File: src/rtl/display_pkg.sv
// ============================================================================
// display_pkg : shared types and glyph constants for the 7-segment scanner
// Rev 1.0
// ============================================================================
`default_nettype none

package display_pkg;

  localparam int NUM_DIGITS = 4;

  typedef enum logic [0:0] {
    BLANK = 1'b0,
    SHOW  = 1'b1
  } scan_state_t;

  localparam logic [7:0] SEG_OFF = 8'hFF;

  // Active-low {g,f,e,d,c,b,a}; the dp bit is added by the decoder.
  localparam logic [6:0] GLYPH_0 = 7'h40;
  localparam logic [6:0] GLYPH_1 = 7'h79;
  localparam logic [6:0] GLYPH_2 = 7'h24;
  localparam logic [6:0] GLYPH_3 = 7'h30;
  localparam logic [6:0] GLYPH_4 = 7'h19;
  localparam logic [6:0] GLYPH_5 = 7'h12;
  localparam logic [6:0] GLYPH_6 = 7'h02;
  localparam logic [6:0] GLYPH_7 = 7'h78;
  localparam logic [6:0] GLYPH_8 = 7'h00;
  localparam logic [6:0] GLYPH_9 = 7'h10;
  localparam logic [6:0] GLYPH_A = 7'h08;
  localparam logic [6:0] GLYPH_B = 7'h03;
  localparam logic [6:0] GLYPH_C = 7'h46;
  localparam logic [6:0] GLYPH_D = 7'h21;
  localparam logic [6:0] GLYPH_E = 7'h06;
  localparam logic [6:0] GLYPH_F = 7'h0E;

endpackage

`default_nettype wire

File: src/rtl/seg_decoder.sv
// ============================================================================
// seg_decoder : combinational hex nibble + dp + blank -> active-low segments
// Rev 1.0
// ============================================================================
`default_nettype none

module seg_decoder
  import display_pkg::*;
(
  input  logic [3:0] nibble,
  input  logic       dp,
  input  logic       blank,
  output logic [7:0] segments_n
);

  logic [6:0] glyph;

  always_comb begin
    glyph = GLYPH_0;
    case (nibble)
      4'h0: glyph = GLYPH_0;
      4'h1: glyph = GLYPH_1;
      4'h2: glyph = GLYPH_2;
      4'h3: glyph = GLYPH_3;
      4'h4: glyph = GLYPH_4;
      4'h5: glyph = GLYPH_5;
      4'h6: glyph = GLYPH_6;
      4'h7: glyph = GLYPH_7;
      4'h8: glyph = GLYPH_8;
      4'h9: glyph = GLYPH_9;
      4'hA: glyph = GLYPH_A;
      4'hB: glyph = GLYPH_B;
      4'hC: glyph = GLYPH_C;
      4'hD: glyph = GLYPH_D;
      4'hE: glyph = GLYPH_E;
      4'hF: glyph = GLYPH_F;
      default: glyph = GLYPH_0;
    endcase
    // A suppressed digit keeps its decimal point.
    segments_n = {~dp, blank ? SEG_OFF[6:0] : glyph};
  end

endmodule

`default_nettype wire

File: src/rtl/digit_scanner.sv
// ============================================================================
// digit_scanner : 4-digit 7-segment scan engine with frame-aligned updates
// Rev 1.0
// ============================================================================
`default_nettype none

module digit_scanner
  import display_pkg::*;
#(
  parameter int TICKS_PER_DIGIT = 2000,
  parameter int BLANK_TICKS     = 100
) (
  input  logic        clk,
  input  logic        reset_n,
  input  logic [15:0] value_in,
  input  logic [3:0]  dp_in,
  input  logic        value_valid,
  output logic        value_ready,
  input  logic        lz_blank_en,
  output logic [1:0]  digitCount,
  output logic [7:0]  segments_n,
  output logic        digit_enable,
  output logic        frame_done
);

  localparam int TICK_MAX = (TICKS_PER_DIGIT > BLANK_TICKS) ? TICKS_PER_DIGIT : BLANK_TICKS;
  localparam int TICK_W   = (TICK_MAX > 1) ? $clog2(TICK_MAX) : 1;
  localparam logic [TICK_W-1:0] SHOW_LAST  = TICK_W'(TICKS_PER_DIGIT - 1);
  localparam logic [TICK_W-1:0] BLANK_LAST = TICK_W'(BLANK_TICKS - 1);

  scan_state_t       state, state_next;
  logic [TICK_W-1:0] tick, tick_next;
  logic              digit_last;
  logic              frame_end;
  logic              frame_next;

  logic [15:0] disp_value, pend_value;
  logic [3:0]  disp_dp, pend_dp;
  logic        pending_full;
  logic        accept;

  logic [NUM_DIGITS-2:0] nib_zero;
  logic [3:0]            cur_nibble;
  logic                  cur_dp;
  logic                  blank_digit;
  logic [7:0]            dec_seg;

  assign value_ready = !pending_full;
  assign accept      = value_valid && !pending_full;

  always_ff @(posedge clk) begin
    if (!reset_n) begin
      state <= BLANK;
      tick  <= '0;
    end else begin
      state <= state_next;
      tick  <= tick_next;
    end
  end

  always_comb begin
    state_next = state;
    tick_next  = tick + 1'b1;
    digit_last = 1'b0;
    case (state)
      BLANK: begin
        if (tick == BLANK_LAST) begin
          state_next = SHOW;
          tick_next  = '0;
        end
      end
      SHOW: begin
        if (tick == SHOW_LAST) begin
          state_next = BLANK;
          tick_next  = '0;
          digit_last = 1'b1;
        end
      end
      default: begin
        state_next = BLANK;
        tick_next  = '0;
      end
    endcase
    frame_end = digit_last && (digitCount == 2'd3);
    // frame_done is registered, so it is predicted one cycle ahead to
    // coincide with the last SHOW tick of digit 3.
    frame_next = (state_next == SHOW) && (tick_next == SHOW_LAST) && (digitCount == 2'd3);
  end

  always_comb begin
    for (int i = 0; i < NUM_DIGITS - 1; i++) begin
      nib_zero[i] = (disp_value[4*(NUM_DIGITS-1-i) +: 4] == 4'h0);
    end
    cur_nibble  = disp_value[15:12];
    cur_dp      = disp_dp[3];
    blank_digit = 1'b0;
    case (digitCount)
      2'd0: begin
        cur_nibble  = disp_value[15:12];
        cur_dp      = disp_dp[3];
        blank_digit = nib_zero[0];
      end
      2'd1: begin
        cur_nibble  = disp_value[11:8];
        cur_dp      = disp_dp[2];
        blank_digit = nib_zero[0] && nib_zero[1];
      end
      2'd2: begin
        cur_nibble  = disp_value[7:4];
        cur_dp      = disp_dp[1];
        blank_digit = &nib_zero;
      end
      default: begin
        cur_nibble  = disp_value[3:0];
        cur_dp      = disp_dp[0];
        blank_digit = 1'b0;
      end
    endcase
    blank_digit = blank_digit && lz_blank_en;
  end

  seg_decoder u_seg_decoder (
    .nibble     (cur_nibble),
    .dp         (cur_dp),
    .blank      (blank_digit),
    .segments_n (dec_seg)
  );

  // Outputs are driven from next-state so they change on the state edge.
  always_ff @(posedge clk) begin
    if (!reset_n) begin
      digitCount   <= 2'd0;
      segments_n   <= SEG_OFF;
      digit_enable <= 1'b0;
      frame_done   <= 1'b0;
    end else begin
      digit_enable <= (state_next == SHOW);
      segments_n   <= (state_next == SHOW) ? dec_seg : SEG_OFF;
      frame_done   <= frame_next;
      if (digit_last) begin
        digitCount <= digitCount + 2'd1;
      end
    end
  end

  always_ff @(posedge clk) begin
    if (!reset_n) begin
      disp_value   <= '0;
      disp_dp      <= '0;
      pend_value   <= '0;
      pend_dp      <= '0;
      pending_full <= 1'b0;
    end else begin
      if (frame_end && pending_full) begin
        disp_value   <= pend_value;
        disp_dp      <= pend_dp;
        pending_full <= 1'b0;
      end
      // Accept only happens with pending empty, so it never collides with a copy.
      if (accept) begin
        pend_value   <= value_in;
        pend_dp      <= dp_in;
        pending_full <= 1'b1;
      end
    end
  end

endmodule

`default_nettype wire

File: config.mk
export PLATFORM = sky130hd
export DESIGN_NAME = digit_scanner
export DESIGN_NICKNAME = d
export VERILOG_FILES = /design/src/rtl/display_pkg.sv /design/src/rtl/seg_decoder.sv /design/src/rtl/digit_scanner.sv
export SDC_FILE = /design/constraint.sdc
export NUM_CORES = 1
export LEC_CHECK = 0
export ABC_AREA = 0
export ABC_CLOCK_PERIOD_IN_PS = 2800
export BUFFER_PORTS_ARGS = -buffer_cell sky130_fd_sc_hd__buf_2
export CORE_ASPECT_RATIO = 0.5
export CORE_UTILIZATION = 57
export DETAILED_ROUTE_END_ITERATION = 10
export PLACE_DENSITY = 0.79
export REMOVE_ABC_BUFFERS = 1
export SLEW_MARGIN = 20
export SYNTH_ARGS = -nofsm -noshare
export SYNTH_HDL_FRONTEND = slang
export SYNTH_SLANG_ARGS = --single-unit
File: constraint.sdc
create_clock -name clk -period 2.8 [get_ports clk]
set_input_delay 0.14 -clock clk [delete_from_list [all_inputs] [get_ports clk]]
set_output_delay 0.14 -clock clk [all_outputs]
set_load 0.005 [all_outputs]
==> Yosys cells after proc, flatten, opt, wreduce, memory -nomap -nowiden <==
Memories as Yosys holds them, arrays and structs flattened. A register that Yosys moved wholly into a read port is not among the register bits.
Cells that the tools add are included.
{ "word_totals": {"regBits": 57, "latch_bits": 0, "ramBits": 0, "romBits": 112, "inputBits": 24, "mem_count": 1} }
{ "classes": {"addsub": 2, "multipliers": 0, "div": 0, "order_cmp": 0, "eq_ne": 6, "shifts": 0, "mux": 13, "bitwise_logic": 4, "n_reduce_logical": 16} }
{ "memory_table": {"columns": ["name", "depth", "word_bits", "rd", "rd_clocked_by_memory_dff", "write_ports", "line_no", "rtl"], "rows": [
  ["(name not given)", 16, 7, 1, 1, 0, "seg_decoder.sv:20", "case (nibble)"]
]} }
{ "ops": {"columns": ["op", "count"], "rows": [
  ["$eq 11x11->1 const B", 2],
  ["$mux 11", 2],
  ["$pmux 11 s2", 1],
  ["$logic_not 4->1", 3],
  ["$pmux 4 s3", 1],
  ["$add 11x1->11 const B", 1],
  ["$eq 11x7->1 const B", 1],
  ["$logic_and 1x1->1", 7],
  ["$mux 1", 6],
  ["$pmux 1 s3", 2],
  ["$eq 2x2->1 const B", 2],
  ["$not 1->1", 4],
  ["$reduce_and 3->1", 1],
  ["$reduce_or 3->1", 1],
  ["$add 2x1->2 const B", 1],
  ["$eq 2x1->1 const B", 1],
  ["$logic_not 2->1", 1],
  ["$pmux 1 s2", 1],
  ["$reduce_and 2->1", 1],
  ["$reduce_bool 2->1", 1],
  ["$logic_not 1->1", 1]
]} }

==> Longest topological paths before layout <==
{ "logic_depth": {"word_depth": 7, "mapped_depth": 11} }

==> Modules after synthesis <==
From an unflattened synthesis, not the netlist that was laid out.
{ "hier_totals": {"cells_unflattened": 329, "hier_area_um2": 3083.0} }
{ "modules_own_cells": {"columns": ["module", "n_inst", "cells_per_inst", "area_each_um2", "seq_area_each_um2"], "rows": [
  ["digit_scanner", 1, 289, 2805.2, 1281.2],
  ["seg_decoder", 1, 40, 277.8, 0.0]
]} }

==> Least setup slack after synthesis <==
Ideal clock, no wire load.
{ "synth_timing": {"path_kind": "reg-to-reg", "start": "reg digitCount[0]", "end": "reg segments_n[5]", "arrival_ps": 1941, "required_ps": 2663, "setup_slack_ps": 722, "path_stages_with_launch": 12, "path_buffers": 0, "cell_sequence": "dfxtp_1 inv_1 ha_1 a22oi_1 nand2_1 mux2i_1 inv_1 ha_1 inv_1 nor2_1 a21oi_1 o221ai_1"} }
{ "synth_via": {"elab_chain_len": 4, "word_cells_on_any_way": 7} }
{ "synth_rtl": {"columns": ["item", "line_no", "rtl"], "rows": [
  ["start: declaration", "digit_scanner.sv:20", "output logic [1:0] digitCount,"],
  ["start signal: assignment", "digit_scanner.sv:141", "digitCount <= digitCount + 2'd1;"],
  ["$eq 2x2->1, or another cell as far along", "digit_scanner.sv:97", "case (digitCount)"],
  ["$pmux 1 s3", "digit_scanner.sv:97", null],
  ["$logic_and 1x1->1", "digit_scanner.sv:119", "blank_digit = blank_digit && lz_blank_en;"],
  ["$reduce_or 3->1 (no source line)", null, null],
  ["end: declaration", "digit_scanner.sv:21", "output logic [7:0] segments_n,"]
]} }
Parallel ways exist; a longest one is shown, timed or not.
A chain may end at the register's enable or synchronous reset.

==> Final worst setup path <==
Same ends and word-level chain as after synthesis.

==> summary.txt <==
Most common cell after layout, fill and taps aside - nand2_1
Via count normalized by instance count - 5.382
Die boundary height - 52.47 µm
Final-report setup violation count - 0
Dominant cell type by area after synthesis - dfxtp_1
Total CTS buffers - 9
Crit path capture type - flip-flop
Ratio of final minimum period to clock period - 0.8661
Async S/R FF share, synth - 0
Endpoint arrival time on the critical path - 2630 ps
Port bufs - 36
Sequential cell area fraction in the yosys report - 0.4412
Yosys top cell area share - 0.4412
Top library cells by usage in the layout, fill and taps aside - 95 x nand2_1, 64 x dfxtp_1, 36 x buf_2
Setup bufs post-CTS - 0
Starting DRC count in detailed routing - 142
Core Box Area - 4637 µm²
Largest cells by area after synthesis - dfxtp_1 44%, nand2_1 12%, a21boi_0 5.2%
Number of antenna violations at the first check in global routing - 0
Outcome - completed
Number of levels in the clock H-tree - 3
Maximum number of pins on one net before global-route repair - 43
Simple logic cell fraction of the synthesized area - 0.2258
Quantity of gates resized following cts - 0
Parity-gate share of the synthesized area counting xor and xnor cells - 0.03016
TritonCTS clock tree - yes
Required time of the critical path - 3000 ps
Worst setup path class - flip-flop to flip-flop
WL/cell - 13.61 µm
Synthesized cell area - 2904 µm²
Num ports - 37
Combinational family with the most area after synthesis - simple AND/OR/NAND/NOR gates
Final antenna diode count - 0
Cell type of the slowest stage on the worst timing path - dfxtp_1
Maximum ir drop on the vdd rail - 309.7 µV
Total via count after detailed routing - 2,379
Post-DP HPWL - 3.952 mm
Synthesized area divided by synthesized cell count - 8.516 µm²
Endpoints failing hold - 0
RSZ-0062 raised after global routing - false
Multiplexer fraction of the synthesized cell area - 0.02154
GRT Total Usage - 0.2576
Number of warnings printed during yosys synthesis - 0
Skew-Pair Late Insertion Delay - 340 ps
Relative max-transition margin - 0.5070
Routability-driven placement congestion ratio - 0.8927
Critical path's most frequent cell - inv_1
Area growth, synth to finish - 14.78%
Detail Route Antenna Nets - 0
Pleak - 1.273 nW
Maximum root-to-sink buffer count - 2
Prevailing post-synth register cell - dfxtp_1
Master cell of the clock root buffer - clkbuf_8
Fraction of the mapped netlist area in compound gates - 0.1762
Die Span X - 102.9 µm
R2R cell count - 11
#FFs+latches synth - 64
Final setup skew - 4.704 ps
Number of global-route vias before repair - 2,123
Length of the first detailed-routing pass in iterations - 4
Pins over their slew limit - 0
List of cells traversed by the critical path - inv_1 -> ha_1 -> a22oi_1 -> nand2_1 -> mux2i_1 -> inv_1 -> ha_1 -> inv_1 -> nor2_1 -> a21oi_1 -> o221ai_1
Die footprint - 5402 µm²
Cell type group with the largest total delay on the critical path - compound AO/OA/AOI/OAI gates
Shortest period the worst path allows - 2425 ps
DRC Markers - 0
PwrDens - 604.9 nW/µm²
Share of synthesized cell area in full adder, half adder and majority cells - 0.05170
Number of rows in the core area - 17
Origin of the critical flop-to-flop path - digitCount[0]
Slew @ Worst Pin - 725.2 ps
Aggregate negative setup slack - 0 ps
Clock transition time at the flip-flop clock pins of the worst setup and hold paths - 70 ps
Share of cells above drive strength 1 - 0.1702
Worst Path Buf+Inv - 3
Reg2Reg Setup Slack - 370 ps
Total number of cells along the worst setup path - 11
EDFF count, synth - 0
Distinct cells, synth - 42
Number of nets in the layout - 407
Number of hold buffers added after CTS - 0
Gate Count Post-Synth - 341
Overall routed net length - 6.017 mm
Launch point of the critical path - digitCount[0]
Worst Setup Start Kind - flip-flop
Number of max-capacitance violations reported - 0
Utilization of the core after routing - 0.7188
Starting density of the core - 0.6263
Remaining global-route overflow - 0
Class of the tightest hold or removal check - primary input to flip-flop
Clk sink count - 64
Upper clock frequency limit - 412.4 MHz
Critical path capture point - segments_n[5]
Wire length of the first global-routing pass - 10.04 mm
Crit path largest cell delay - 430 ps
Worst-path fanout max - 6
Worst reg2reg path endpoint - segments_n[5]
worst min-delay path by stage:
stage	start	endpoint	depth (start not counted)
finish	value_in[15]	pend_value[15]	3
global route	value_in[9]	pend_value[9]	3
global placement	value_in[0]	pend_value[0]	3
detailed placement	value_in[15]	pend_value[15]	3
floorplan	reset_n	digitCount[0]	1
CTS	value_in[15]	pend_value[15]	3
worst min-delay path: stages:
cell      delay (ps)
buf_2             90
nand2_1           40
a21boi_0          60
flip-flops by register name (all words and copies together) (netlist names):
register,flops
digitCount,2
digit_enable,1
disp_dp,4
disp_value,16
frame_done,1
pend_dp,4
pend_value,16
pending_full,1
segments_n,8
tick,11
per-layer routing:
metal / vias to the layer above / track usage / share of wire
li1: 1214 / - / -
met1: 1090 / 0.3273 / 0.49
met2: 73 / 0.4011 / 0.44
met3: 2 / 0.1000 / 0.060
met4: 0 / 0.08920 / 0.0045
met5: - / 0 / 0
cell type report:
type / instances / area (µm²)
Fill cell: 382 / 1304
Clock inverter: 5 / 102.6
Inverter: 11 / 41.29
Sequential cell: 64 / 1281
Multi-Input combinational cell: 246 / 1471
Timing Repair Buffer: 39 / 202.7
Clock buffer: 11 / 151.4
Tap cell: 66 / 82.58
Yosys cell counts (3+ instances only):
master    instances
clkbuf_1         14
xor2_1            4
a21boi_1         20
xnor2_1           6
inv_1            11
mux2i_1           4
nor4_1            3
nand3_1           8
a222oi_1          4
a21boi_0         20
dfxtp_1          64
ha_1             12
nand2_1          95
nand4_1           3
o221ai_1          3
nor2_1           21
o21ai_0           7
a21oi_1           7
buf_6             5
through the flow:
stage	total power, mW	worst slack [ps]	hold WS (ps)	cell area, µm²	cells
after detailed placement	1.044	397.4	396.4	3075	426
after global routing	2.092	68.18	21.65	3333	442
after global placement	1.040	526.8	388.2	3075	426
final	2.016	375.0	37.33	3333	442
after floorplan	1.004	696.5	261.7	2790	321
after CTS	2.038	348.8	21.08	3329	442
cell families after synthesis:
family                     count (synthesis)
and+or+nand+nor                          148
AOI/OAI and AO/OA                         70
DFF                                       64
buffers and inverters                     31
adders and majority gates                 12
xor gates and xnor gates                  10
muxes                                      6
where the power goes:
group | switching [mW] | internal [mW] | total, mW
sequential | 0.0129 | 0.931 | 0.944
clock | 0.354 | 0.638 | 0.992
combinational | 0.0423 | 0.0375 | 0.0798
Note: power is estimated with default switching activity, not from simulation.
